===== src/rtl/booth_seq_arbiter.sv =====
// Sequential radix-2 Booth multiplier, one substep per clock, with one shared
// add/subtract datapath time-shared between two round-robin requesters.
module booth_seq_arbiter #(
    parameter int WIDTH = 8
) (
    input  logic                 clk,
    input  logic                 rst_n,
    input  logic                 req0_valid,
    output logic                 req0_ready,
    input  logic [WIDTH-1:0]     req0_a,
    input  logic [WIDTH-1:0]     req0_b,
    input  logic                 req1_valid,
    output logic                 req1_ready,
    input  logic [WIDTH-1:0]     req1_a,
    input  logic [WIDTH-1:0]     req1_b,
    output logic                 res_valid,
    input  logic                 res_ready,
    output logic [2*WIDTH-1:0]   res_data,
    output logic                 res_id,
    output logic                 busy
);

    localparam int CW = $clog2(WIDTH) + 1;

    typedef enum logic [1:0] {
        IDLE,
        RUN,
        DONE
    } state_e;

    state_e               state_q, state_d;
    logic [WIDTH:0]       accA_q, accA_d;
    logic [WIDTH-1:0]     mulQ_q, mulQ_d;
    logic                 qm1_q, qm1_d;
    logic [WIDTH:0]       mcand_q, mcand_d;
    logic [CW-1:0]        count_q, count_d;
    logic [2*WIDTH-1:0]   resData_q, resData_d;
    logic                 resId_q, resId_d;
    logic                 resValid_q, resValid_d;
    logic                 lastGrant_q, lastGrant_d;

    logic                 grantValid;
    logic                 grantIdx;
    logic [WIDTH:0]       sumA;
    logic [2*WIDTH+1:0]   shifted;
    logic [WIDTH:0]       newA;
    logic [WIDTH-1:0]     newQ;
    logic                 newQm1;
    logic [WIDTH-1:0]     selB;

    // Round-robin: on a tie the requester not served last wins.
    always_comb begin
        grantValid = req0_valid | req1_valid;
        grantIdx   = 1'b0;
        if (req0_valid && req1_valid) begin
            grantIdx = ~lastGrant_q;
        end else begin
            grantIdx = req1_valid;
        end
    end

    assign req0_ready = (state_q == IDLE) && grantValid && !grantIdx;
    assign req1_ready = (state_q == IDLE) && grantValid && grantIdx;

    // One Booth substep: conditional add/sub of M, then arithmetic shift of {A,Q,q_1}.
    always_comb begin
        sumA = accA_q;
        case ({mulQ_q[0], qm1_q})
            2'b01:   sumA = accA_q + mcand_q;
            2'b10:   sumA = accA_q - mcand_q;
            default: sumA = accA_q;
        endcase
        shifted = {sumA[WIDTH], sumA, mulQ_q};
        newA    = shifted[2*WIDTH+1:WIDTH+1];
        newQ    = shifted[WIDTH:1];
        newQm1  = shifted[0];
    end

    assign selB = grantIdx ? req1_b : req0_b;

    always_comb begin
        state_d     = state_q;
        accA_d      = accA_q;
        mulQ_d      = mulQ_q;
        qm1_d       = qm1_q;
        mcand_d     = mcand_q;
        count_d     = count_q;
        resData_d   = resData_q;
        resId_d     = resId_q;
        resValid_d  = resValid_q;
        lastGrant_d = lastGrant_q;
        case (state_q)
            IDLE: begin
                if (grantValid) begin
                    accA_d      = '0;
                    mulQ_d      = grantIdx ? req1_a : req0_a;
                    qm1_d       = 1'b0;
                    mcand_d     = {selB[WIDTH-1], selB};
                    count_d     = '0;
                    resId_d     = grantIdx;
                    lastGrant_d = grantIdx;
                    state_d     = RUN;
                end
            end
            RUN: begin
                accA_d  = newA;
                mulQ_d  = newQ;
                qm1_d   = newQm1;
                count_d = count_q + 1'b1;
                // The product is final once the last substep's shift has happened.
                if (count_q == CW'(WIDTH - 1)) begin
                    resData_d  = {newA[WIDTH-1:0], newQ};
                    resValid_d = 1'b1;
                    state_d    = DONE;
                end
            end
            DONE: begin
                if (res_ready) begin
                    resValid_d = 1'b0;
                    state_d    = IDLE;
                end
            end
            default: begin
                state_d = IDLE;
            end
        endcase
    end

    always_ff @(posedge clk or negedge rst_n) begin
        if (!rst_n) begin
            state_q     <= IDLE;
            accA_q      <= '0;
            mulQ_q      <= '0;
            qm1_q       <= 1'b0;
            mcand_q     <= '0;
            count_q     <= '0;
            resData_q   <= '0;
            resId_q     <= 1'b0;
            resValid_q  <= 1'b0;
            lastGrant_q <= 1'b1;
        end else begin
            state_q     <= state_d;
            accA_q      <= accA_d;
            mulQ_q      <= mulQ_d;
            qm1_q       <= qm1_d;
            mcand_q     <= mcand_d;
            count_q     <= count_d;
            resData_q   <= resData_d;
            resId_q     <= resId_d;
            resValid_q  <= resValid_d;
            lastGrant_q <= lastGrant_d;
        end
    end

    assign res_valid = resValid_q;
    assign res_data  = resData_q;
    assign res_id    = resId_q;
    assign busy      = (state_q != IDLE);

endmodule


===== config.mk =====
export PLATFORM = sky130hd
export DESIGN_NAME = booth_seq_arbiter
export DESIGN_NICKNAME = d
export VERILOG_FILES = /design/src/rtl/booth_seq_arbiter.sv
export SDC_FILE = /design/constraint.sdc
export NUM_CORES = 1
export LEC_CHECK = 0
export CAP_MARGIN = 5
export CORE_MARGIN = 8
export CORE_UTILIZATION = 51
export DETAILED_ROUTE_END_ITERATION = 10
export PLACE_DENSITY = 0.91
export SYNTH_ARGS = -nofsm -noshare
export SYNTH_HDL_FRONTEND = slang
export SYNTH_SLANG_ARGS = --single-unit

===== constraint.sdc =====
create_clock -name clk -period 3 [get_ports clk]
set_input_delay 0.6 -clock clk [delete_from_list [all_inputs] [get_ports clk]]
set_output_delay 0.6 -clock clk [all_outputs]
set_load 0.005 [all_outputs]

After elaboration in Yosys (flattened, before gate mapping):

Cells that the tools add are included.

* muxes and demuxes: 19
* add/subtract/negate cells: 3
* equal/unequal tests: 8
* bitwise operators: 2
* reductions and logical operators: 14

Operators with widths (number)
* 9-bit one-hot mux with 2 select lines: 2
* 8-bit two-way mux: 3
* 8-bit one-hot mux with 2 select lines: 1
* 9-bit adder: 1
* 9-bit two-way mux: 1
* 9-bit subtractor: 1
* 4-bit one-hot mux with 2 select lines: 1
* 2-bit two-way mux: 3
* 2-bit != test (second input constant): 3
* 2-bit one-hot mux with 3 select lines: 1
* 2-bit AND reduction: 3
* 3-bit AND reduction: 2
* 2-bit nonzero test: 3
* 4-bit by 1-bit adder with 4-bit output (second input constant): 1
* 2-bit by 1-bit equality test with 1-bit output (second input constant): 2
* 2-bit equality test (second input constant): 2
* 4-bit by 3-bit equality test with 1-bit output (second input constant): 1
* 1-bit logical AND: 4
* 1-bit two-way mux: 4
* 4-bit two-way mux: 1
* 1-bit one-hot mux with 2 select lines: 2
* 2-bit zero test: 1
* 1-bit zero test: 1
* 1-bit inverter: 1
* 1-bit bitwise OR: 1

* bits of input ports: 37
* bits in registers: 51
* word-level logic and storage cells: 56
* output and inout port bits: 21

Depth between registers and ports, before layout:

Gate-level depths: netlist of run 1.

* depth after elaboration: 5
* depth in mapped cells: 11
* mapped depth without buffers: 11

Worst setup path before layout of run 1:

OpenSTA, ideal clock, no wires.

* path kind: reg2reg
* start: reg mcand_q[0]
* end: reg accA_q[7]
* buffers on the path: 0
* cell stages (with the launch flop): 12
* arrival: 2.477 ns
* library setup time: 0.127 ns
* period minus slack after synthesis: 2.603 ns
* setup slack: 0.397 ns
* required time: 2.873 ns
* cells stage by stage: dfrtp_1 -> inv_1 -> ha_1 -> nor3b_1 -> nor2_1 -> xnor2_1 -> ha_1 -> o211ai_1 -> o21a_1 -> or4_4 -> a31oi_1 -> mux2i_1

* longest elaborated chain between the ends: 3
* elaborated cells on any way between the ends: 4
* classes of those cells: add/sub (2); mux (2)

RTL lines
* from (decl): RTL line 35 `logic [WIDTH:0] mcand_q, mcand_d;`
* from (signal assigned): RTL line 146 `mcand_q <= mcand_d;`
* 9-bit subtractor / 9-bit adder (equally long branches): RTL line 70, 69
* 9-bit one-hot mux with 2 select lines (*): RTL line 68 `case ({mulQ_q[0], qm1_q})`
* 9-bit one-hot mux with 2 select lines (*): RTL line 92 `case (state_q)`
* to (signal assigned): RTL line 132 `accA_q <= '0;`
* to (signal assigned): RTL line 143 `accA_q <= accA_d;`
* to (decl): RTL line 32 `logic [WIDTH:0] accA_q, accA_d;`

Mark *: on every way between the ends. The rest lies on a longest branch, timed or not.
A chain may end at the register's enable or synchronous reset.

Worst setup path in the final report of run 1:

Ends and elaborated chain as after synthesis.

==> metrics list, run 1 <==
- After Yosys synthesis, full adders, half adders and majority gates account for under 10% of the synthesized area.
* Number of remaining DRC errors: 0
- Once placement finished, the instance area stood at 3340 sq um.
* Synth Flop Type: dfrtp_1
* CTS Root Cell: clkbuf_8
* Fmax achieved: 361 MHz
* Global placer's final weighted congestion: 0.931
* Io pins: 58
- The number of pins with negative max-slew slack in the final report came to 0.
- The net count of the finished layout is 392.
* Static Leak: 1.59 nW
- Post-synthesis simple-gate area fraction: 15.9%
- Post-Synth XOR/XNOR Area: 3.23%
* Combinational family with the most area after synthesis: compound AO/OA/AOI/OAI gates
* Worst setup skew after layout: 12.0 ps
- Including well taps, the total number of placed cells is 406.
- Clock tree from TritonCTS: built
- Ordered list of cells on the worst path: inv_1, ha_1, nor3b_2, nor2_1, xnor2_1, ha_1, o211ai_1, o21a_1, or4_4, a31oi_1, mux2i_1
- Layout Area Growth over Synthesis: 28.1%
* Worst Max-Slew Pin Slew: 748 ps
* Dpl hpwl: 5040 um
- Counting every sink on the clock net gives 50.
- Async set-or-reset flop fraction in the synthesized netlist: 100%
- At the end of the flow the core is filled with cells to 67.9%.
* Inserted Diodes: 0
* Endpoints failing setup: 0
* Die outline width: 88.9 um
- Entering global routing, the biggest net connects 37 pins.
- Remaining global-route overflow: 0
* TritonCTS buffer count: 5
* I/O Buffers: 57
- After filler insertion, the fill cell instance count of the layout stands at 426.
* Maximum fanout along the worst path: 5
- Sorting the synthesized cells by area gives the leading types as dfrtp_1 45%, nand2_1 6.1%, o21ai_0 6.1%.
* Initial Util: 53.0%
- Die outline height: 88.9 um
- Broken down by cell family, the worst path's largest delay share belongs to simple AND/OR/NAND/NOR gates.
- Average cell area after synthesis: 9.40 sq um
* Die Outline Area: 7900 sq um
* Vias post-DR: 2,364
- Fraction of final layout cells sized beyond drive strength 1: 6.98%
* Startpoint class of the critical path: flop
- On the critical path, the stage with the largest delay is an instance of or4_4.
- Synthesis produced a netlist with a net count of ~340.
* Clock-pin slew of the registers on the worst-case setup and hold paths: ~90 ps
* Crit end category: flop
- The detail route stage leaves a number of antenna-violating nets equal to 0.
* Clock latency reported for the late side of the worst-skew pair: slightly above 300 ps
- Vias per std cell: 5.71
* First-pass GRT wire length: 11,200 um
- The critical path is of the flop to flop type.
* Number of standard-cell rows in the floorplan: 26
- Counting distinct cell types in the post-synthesis netlist gives 46.
- Summing the areas of all compound-gate instances in the mapped netlist gives a little under a fifth of the synthesized area.
* Buffers and inverters on the worst path: 1
- Measured against the total synthesized area, the mux share comes to 5.22%.
- The path class of the tightest hold or removal check is input pin to async pin.
* Most prevalent standard cell on the critical path: ha_1
- The tool flagged a number of max-cap violations equal to 0.
* Number of failing hold endpoints at the final stage: 0
- For this block, the initial DRC count from the detailed router was 123.
- Data arrival time at the worst-slack endpoint: 2960 ps
- Top-count cell post-synth: dfrtp_1
* Vias in the first global route: between 2,000 and 3,000
- STA puts the critical path data required time at 3190 ps.
* Total track usage: 18.0%
- The flow ran to the end, and the final reports show no timing, DRC or antenna violations.
- The core region is 5110 sq um.
- In this run, synthesis produced a sequential element count of 50.
- After detailed routing, the average wire length per cell comes to 16.3 um.
- Counting every instance in the synthesized netlist gives roughly 290.
- In this design, the stage delay of the slowest critical-path cell is 490 ps.
- Warnings, synthesis: 0
* Most area-hungry cell type in the Yosys netlist: dfrtp_1
* Max Root-Sink Buffers: 2
* Total Negative Setup Slacks: 0 ps
* Proportion of synthesized chip area in sequential cells: 46.3%
- Summed over all layers, the routed wires come to roughly 6800 um.
- Post-Syn Area: 2710 sq um
* Headroom to the max-slew limit: 50.0%
* Post-synth EDFFs: 0
- Sorting the synthesized cells by how often they occur yields 49 x dfrtp_1, 44 x nand2_1, 33 x o21ai_0, 16 x inv_1, 15 x nor2_1.
- VDD sags by at most 753 uV.
- For this run, the number of standard cells in the final layout without fillers is 414.
- For this run, the detailed router's first-pass iteration total came to 5.
* Pwr/cell area: about 1300 nW/um^2
* Setup repair after global routing missed its margin: false
- The H-tree was split into 2 levels.
- Total power consumption of the routed design: ~4.6 mW
- In this run the biggest area consumer among cell types represents a little under half of the synthesized area.
- The worst path uses between 90% and 100% of the clock period.
- Final worst path period need: 2770 ps
- After routing the design area is 3470 sq um.
- The initial antenna violation count came to 0.
## registers in the layout, indices dropped and copies added, names as in the netlist
signal / count
accA_q: 8
count_q: 4
lastGrant_q: 1
mcand_q: 8
mulQ_q: 8
qm1_q: 1
res_data: 16
res_id: 1
res_valid: 1
state_q: 2
## per-stage QoR
stage	worst slack, ps	hold slack (ps)
2_1_floorplan	397	304
3_3_place_gp	270	464
3_5_place_dp	147	466
4_1_cts	115	193
5_1_grt	31.9	201
6_report	228	185
## cell usage in the layout, fill, tap and decap left out, drive strengths merged, types with 2 or more instances in the layout
cell / netlist / final
nand2: 44 / 44
a222oi: 8 / 8
nand3: 14 / 14
nor2: 15 / 15
and2: 3 / 3
clkbuf: 9 / 6
nand4: 2 / 2
and3b: 2 / 2
xnor2: 8 / 8
mux2i: 13 / 13
o211ai: 2 / 2
ha: 11 / 11
nand2b: 2 / 2
buf: 5 / 6
inv: 16 / 17
dfrtp: 49 / 49
xor2: 2 / 2
o21ai: 33 / 33
a22oi: 7 / 7
nor3: 2 / 2
a31oi: 3 / 3
o21a: 4 / 4
nor3b: 2 / 2
clkdlybuf4s50: 0 / 56
nor4: 2 / 2
a21oi: 9 / 9
a21o: 4 / 4
## layer usage
metal  vias to the layer above  GRT usage, %  part of all wire [%]
li1                       1135             -                     -
met1                      1146          20.5                    41
met2                        67          30.7                    50
met3                        16          5.11                   6.1
met4                         0          7.22                   2.3
met5                         -             0                     0
## power breakdown
group / leakage [nW] / internal [mW] / switching (mW) / total [mW]
clock network: 0.0618 / 0.274 / 0.230 / 0.505
registers: 0.617 / 1.01 / 0.274 / 1.28
logic: 0.907 / 1.31 / 1.47 / 2.79
total: 1.59 / 2.59 / 1.98 / 4.57
## kinds of logic after synthesis
kind of cell | after synthesis
simple gates | 93
compound gates | 79
flops | 50
buf+inv | 30
mux | 14
fa+ha+maj | 12
xor+xnor | 10
## layout make-up
cell class,instances,area [sq um],area share (%)
multi-input cells,208,1340,38.7
repair buffers,62,603,17.4
well taps,70,87.6,2.53
clock inverters,2,38.8,1.12
flip-flops and latches,50,1250,36.1
clock buffers,6,82.6,2.38
inverters,16,60.1,1.73
## worst paths after layout
path | startpoint | endpoint | slack, ps | cells after the start
max in group asynchronous | rst_n | lastGrant_q | 2020 | 2
min | rst_n | res_data[10] | 180 | 1
min in group clk | res_id | res_id | 490 | 1
max | mcand_q[0] | accA_q[7] | 230 | 11
min reg2reg | res_id | res_id | 490 | 1
max reg2reg | mcand_q[0] | accA_q[7] | 230 | 11
## repair_timing
action | CTS | global route
endpoints found under the setup margin | 0 | 1
buffers inserted | 0 | 0
gates resized for setup | 0 | 1
hold buffers | 0 | 0
Note: power is estimated with default switching activity, not from simulation.
==> inputs of run 2 (changes only) <==
--- a/config.mk
+++ b/config.mk
@@ -10,6 +10,7 @@
 export CORE_UTILIZATION = 51
 export DETAILED_ROUTE_END_ITERATION = 10
 export PLACE_DENSITY = 0.91
+export REMOVE_ABC_BUFFERS = 1
 export SYNTH_ARGS = -nofsm -noshare
 export SYNTH_HDL_FRONTEND = slang
 export SYNTH_SLANG_ARGS = --single-unit
==> run 2 against run 1 <==
Non-clock buffer count increased by 1. First-iteration DRC count rose by 51%. Sequential share of layout area shrank 0.31 points. Fmax decreased by 2.3%. Sequential power about the same. Critical path depth unchanged. Flip-flop and latch count unchanged. Cell count up 0.24%. Clock power increased by 12%. Utilization rose by 0.59 points. Count of clock-buffer cells in the layout is 1 lower. Routed wire length is 1.1% lower.
==> metrics list, run 2 (synthesis gave the netlist of run 1 again) <==
* Vias post-DR: 2,376 (+0.51%)
- Die outline height: 88.9 um (unchanged)
- Dpl hpwl: 4710 um (-6.6%)
* Maximum fanout along the worst path: 5 (unchanged)
* Clock tree from TritonCTS: built
* Io pins: 58 (unchanged)
- The run finished with clean final reports.
- Max Root-Sink Buffers: 2 (unchanged)
* Worst setup skew after layout: 11.9 ps (-0.0904 ps)
- The biggest cell delay along the critical path is 430 ps (-60 ps).
* Clock-pin slew of the registers on the worst-case setup and hold paths: 90 ps (about the same)
- The placer's final routability congestion estimate came to 0.859 (-7.8%).
- Fmax achieved: 353 MHz (-2.3%)
* Post-route non-filler standard cell count: 415 (+0.24%)
* Pwr/cell area: 1340 nW/um^2 (+2.0%)
- The number of buffer cells added on primary ports came to 57 (unchanged).
- Initial Util: 53.0% (unchanged)
- Remaining antenna violation count: 0 (unchanged)
* Clock latency reported for the late side of the worst-skew pair: 310 ps (about the same)
- Crit end category: flop
* Share of the clock period used by the worst path: 94.5% (+2.1 points)
* Final worst path period need: 2840 ps (+64.4 ps)
* Wire per inst: 16.1 um (-1.3%)
- Die outline width: 88.9 um (unchanged)
* Placed cell count: 407 (+0.25%)
- IR Drop Worst-Case VDD: 732 uV (-2.8%)
- DRT Wirelength: 6690 um (-1.1%)
- Core area: 5110 sq um (unchanged)
* Layout Area Growth over Synthesis: 29.2%
- Class of the tightest hold or removal check: flop to flop
- The number of endpoints with negative hold slack in the final report came to 0 (unchanged).
- The leakage power is 1.60 nW (+0.86%).
- The number of violations reported at the end of detailed-routing iteration 0 came to 186 (+51%).
- Most prevalent standard cell on the critical path: ha_1
* Fraction of final layout cells sized beyond drive strength 1: 7.25% (+0.27 points)
- TritonCTS buffer count: 5 (unchanged)
- Worst Max-Slew Pin Slew: 1100 ps (+355 ps)
- Total track usage: 17.9% (-0.11 points)
- The layout net count was 393 (+0.26%).
- Setup repair after global routing missed its margin: false
* Antenna violations before repair: 0 (unchanged)
- The remaining global-route overflow came to 0 (unchanged).
- Commonest non-fill, non-tap cell in the layout: clkdlybuf4s50_1
- Count of buffers added by post-CTS timing repair for setup: 0 (unchanged)
- In this run the clock root is driven by a clkbuf_8.
* Number of remaining DRC errors: 0 (unchanged)
* Inserted Diodes: 0 (unchanged)
- Most used cells in the layout excluding fill and tap cells: 56 x clkdlybuf4s50_1, 49 x dfrtp_1, 44 x nand2_1
- Endpoints failing setup: 0 (unchanged)
- Headroom to the max-slew limit: 26.5% (-24 points)
- The data required time of the critical path is 3230 ps (+40 ps).
- Ordered list of cells on the worst path: inv_1, ha_1, nor3b_4, nor2_1, xnor2_1, ha_1, a21o_2, a31oi_1, nand3_1, mux2_2, o21ai_0
- The number of rows in the core area is 26 (unchanged).
- Die Outline Area: 7900 sq um (unchanged)
* Max-slew violation count: 0 (unchanged)
* Pin count of the biggest net entering global routing: 51 (+38%)
* Vias per std cell: 5.73 (+0.27%)
- The CTS H-tree depth was 2 (unchanged).
- The total negative slack came to 0 ps (unchanged).
* First-pass GRT wire length: 11,100 um (-0.86%)
* Master of the slowest instance on the critical path: dfrtp_1
- TritonRoute pass-1 iters: 4 (-1)
- Max reg flops: 16 (unchanged)
* Sinks on the clock net: 50 (unchanged)
- STA classifies the critical path startpoint as a flop.
- Number of maximum-capacitance constraint violations: 0 (unchanged)
- The worst setup path is of the flop to flop kind.
- Data arrival time at the worst-slack endpoint: 3060 ps (+100 ps)
- The number of global-route vias before repair is 2,441 (-2.7%).
[run 2: changes by cell type in the layout (fill, tap and decap cells not counted), sizes merged]
cell / delta
bufinv: +1
clkinv: +1
inv: -1
buf: +1
clkbuf: -1
[run 2: timing repair]
action | 4_1_cts | 5_1_grt
hold buffers | 0 | 0
resized for setup | 0 | 2
endpoints found under the setup margin | 0 | 6
hold endpoints to repair | 0 | 0
[run 2: critical path: cells and delay by family, from the launching register on]
family                   cells  cell delay, ps
multiplexers                 1             310
buffers and inverters        1              70
adder cells (fa/ha/maj)      2             510
AND/OR/NAND/NOR              3             500
flip-flops                   1             430
XOR/XNOR                     1             230
AO/OA/AOI/OAI                3             710
[run 2: report_power, final]
part	switching [mW]	internal (mW)
sequential	0.274	1.01
combinational	1.52	1.33
clock	0.234	0.334
total	2.03	2.67
[run 2: final cells by class]
cell class              count  area, sq um
fillers                   390         1610
well taps                  70         87.6
clock inverters             3         68.8
repair buffers             63          611
multi-input cells         208         1350
inverters                  16         60.1
flip-flops and latches     50         1250
clock buffers               5         68.8
[run 2: final timing paths]
check	start	to	slack, ps	depth (start not counted)
max in group asynchronous	rst_n	lastGrant_q	1780	2
min reg2reg	res_data[13]	res_data[13]	480	2
min in group asynchronous	rst_n	res_id	500	1
max	mcand_q[0]	res_data[14]	160	11
max reg2reg	mcand_q[0]	res_data[14]	160	11
min	res_data[13]	res_data[13]	480	2
[run 2: stage by stage]
stage                     util, %  hold slack [ps]  worst slack, ps  power (mW)  area [sq um]
after CTS                    68.3              489             25.2        4.68          3490
after floorplan                 -              304              397        3.21          2650
after global routing         68.5              506             4.10        5.11          3500
after global placement       65.6              458              280        3.89          3350
after detailed placement     65.6              464              134        4.04          3350
final                        68.5              480              164        4.70          3500
[run 2: layer usage]
| metal | share of wire [%] | track usage [%] | wire length [um] | up-vias |
|---|---|---|---|---|
| met4 | 2.8 | 10.1 | 189 | 0 |
| li1 | - | - | - | 1151 |
| met3 | 6.2 | 3.25 | 417 | 19 |
| met5 | 0 | 0 | 0 | - |
| met1 | 41 | 21.6 | 2740 | 1124 |
| met2 | 50 | 29.0 | 3340 | 82 |
==> inputs of run 3 (changes only) <==
--- a/config.mk
+++ b/config.mk
@@ -10,6 +10,7 @@
 export CORE_UTILIZATION = 51
 export DETAILED_ROUTE_END_ITERATION = 10
 export PLACE_DENSITY = 0.91
+export RECOVER_POWER = 50
 export REMOVE_ABC_BUFFERS = 1
 export SYNTH_ARGS = -nofsm -noshare
 export SYNTH_HDL_FRONTEND = slang
==> run 3 against run 2 <==
Sequential power barely moved. Power down 0.40%. Count of clock-buffer cells in the layout unchanged. Sequential share of layout area up 0.077 points. Fmax fell by 0.27%. Clock skew up 1.1 ps. Largest cell class unchanged.
==> metrics list, run 3 (synthesis gave the netlist of run 1 again) <==
* Number of failing hold endpoints at the final stage: 0 (unchanged)
- The per-cell routed wire length is 16.0 um (-0.48%).
- The sequential cell area was 1250 sq um (unchanged).
* Dpl hpwl: 4710 um (unchanged)
- TritonCTS built the clock tree.
* Path type of the worst setup path: input pin to flop
- The number of ports placed on the die boundary was 58 (unchanged).
- Total Negative Setup Slacks: 0 ps (unchanged)
* DRC violation total after the first TritonRoute iteration: 188 (+1.1%)
- The worst-case vdd ir drop is 730 uV (-0.18%).
* Count of fill cells added during filler insertion: 392 (+0.51%)
* Clock-pin slew of the registers on the worst-case setup and hold paths: 90 ps (about the same)
- TritonRoute pass-1 iters: 5 (+1)
- Data arrival time at the worst-slack endpoint: 3080 ps (+20 ps)
- Die outline height: 88.9 um (unchanged)
* CP max stage delay: 950 ps (+520 ps)
- The number of rows in the core area came to 26 (unchanged).
* Number of maximum-capacitance constraint violations: 0 (unchanged)
* DRT Wirelength: 6660 um (-0.48%)
- The effective utilization at floorplan is 53.0% (unchanged).
- The total global-route track usage was 17.9% (unchanged).
- Number of remaining DRC errors: 0 (unchanged)
- Die outline width: 88.9 um (unchanged)
* Multi-input gate area: 1350 sq um (-0.28%)
- First-pass GRT wire length: 11,100 um (unchanged)
- Startpoint class of the critical path: input pin
- Static Leak: 1.60 nW (+0.18%)
- The number of pins with negative max-slew slack in the final report was 0 (unchanged).
- Share of the clock period used by the worst path: 94.8% (+0.26 points)
- Maximum fanout along the worst path: 30 (+25)
- Commonest non-fill, non-tap cell in the layout: clkdlybuf4s50_1
- The cell area after layout came to 3490 sq um (-0.21%).
- The actual transition at the worst max-transition pin was 1260 ps (+152 ps).
- Total number of H-tree levels: 2 (unchanged)
- Class of the tightest hold or removal check: flop to flop
* Fraction of final layout cells sized beyond drive strength 1: 6.67% (-0.58 points)
* Max reg flops: 16 (unchanged)
- TritonCTS buffer count: 5 (unchanged)
- The power density over cell area is 1340 nW/um^2 (-0.18%).
- The total cell area at the placement stage is 3350 sq um (unchanged).
- Layout Area Growth over Synthesis: 28.9%
- The remaining global-route overflow came to 0 (unchanged).
- Die Outline Area: 7900 sq um (unchanged)
- Sinks on the clock net: 50 (unchanged)
- Post-layout net count: 393 (unchanged)
- Result of the run: finished clean
- Counting stages on the worst path, the most repeated cell is o21ai_0.
- The core box area was 5110 sq um (unchanged).
* Vias in the first global route: 2,441 (unchanged)
- The clock network latency to the later pin of the worst-skew pair is 310 ps (about the same).
* Number of buffers added to fix hold violations after cts: 0 (unchanged)
* Headroom to the max-slew limit: 16.3% (-10 points)
- The number of vias after detailed routing was 2,372 (-0.17%).
- Fmax achieved: 352 MHz (-0.27%)
- Setup repair after global routing left no endpoint under its margin.
* CP top delay family: buffers and inverters
* Ordered list of cells on the worst path: clkdlybuf4s50_1, o21bai_1, clkbuf_1, and2_1, o21ai_0, o21ai_0
- The data required time of the critical path came to 3240 ps (about the same).
- Pin count of the biggest net entering global routing: 51 (unchanged)
- The ratio of routed vias to standard cells was 5.72 (-0.17%).
- Final worst path period need: 2840 ps (+7.68 ps)
- Crit end category: flop
- The remaining antenna violation count after routing is 0 (unchanged).
- Setup Slack @ Placement: 134 ps (unchanged)
- Inserted Diodes: 0 (unchanged)
- The setup violation total in the final timing report was 0 (unchanged).
- I/O Buffers: 57 (unchanged)
- Max Root-Sink Buffers: 2 (unchanged)
- Worst Slack Setup Final: 156 ps (-7.68 ps)
- CTS Root Cell: clkbuf_8
- Worst setup skew after layout: 13.0 ps (+1.11 ps)
* Global placer's final weighted congestion: 0.859 (unchanged)
- The buffer and inverter count on the worst path is 2 (+1).
- Master of the slowest instance on the critical path: clkbuf_1
- The top cell types in the final layout, fill and taps aside, are 53 x clkdlybuf4s50_1, 49 x dfrtp_1, 44 x nand2_1.
- The worst hold slack came to 475 ps (-4.43 ps).
- Antenna violations before repair: 0 (unchanged)
## run 3: final cells by class
cell class	count	area share, %
Clock buffer	5	1.97
Clock inverter	3	1.97
Inverter	16	1.72
Multi-Input combinational cell	208	38.5
Sequential cell	50	35.9
Tap cell	70	2.51
Timing Repair Buffer	63	17.4
## run 3: through the flow
| step | util (%) | total power [mW] | instances |
|---|---|---|---|
| 2_1_floorplan | - | 3.21 | 274 |
| 3_3_place_gp | 65.6 | 3.89 | 407 |
| 3_5_place_dp | 65.6 | 4.04 | 407 |
| 4_1_cts | 68.3 | 4.68 | 415 |
| 5_1_grt | 68.3 | 5.10 | 415 |
| 6_report | 68.3 | 4.68 | 415 |
## run 3: timing repair
item                                   4_1_cts  5_1_grt
endpoints found under the hold margin        0        0
setup endpoints to repair                    0        6
buffers inserted                             0        0
gates resized for setup                      0        2
## run 3: worst register-to-register path, stage by stage, from the launching register on
cell and delay [ps]:
dfrtp_1 460, nor4_1 470, a21oi_1 150, xnor2_1 160, ha_1 370, o211ai_1 120
o21a_1 240, or4_4 490, a31oi_1 180, mux2i_1 90
## run 3: report_power, final
part	total (mW)	internal, mW	switching [mW]
Sequential	1.28	1.01	0.273
Combinational	2.84	1.32	1.52
Clock	0.566	0.334	0.232
## run 3: final timing paths
check	startpoint	endpoint	slack [ps]	depth (start not counted)
setup / recovery	req1_valid	count_q[2]	160	6
hold / removal	res_data[6]	res_data[6]	480	2
setup reg to reg	mcand_q[3]	accA_q[7]	160	9
hold reg to reg	res_data[6]	res_data[6]	480	2
max in group asynchronous	rst_n	lastGrant_q	1620	2
min in group asynchronous	rst_n	res_data[10]	530	1
## run 3: layer usage
layer  global-route usage [%]  share of wire (%)
met1                     21.6                 41
met2                     29.0                 50
met3                     3.25                6.5
met4                     10.1                3.0
met5                        0                  0
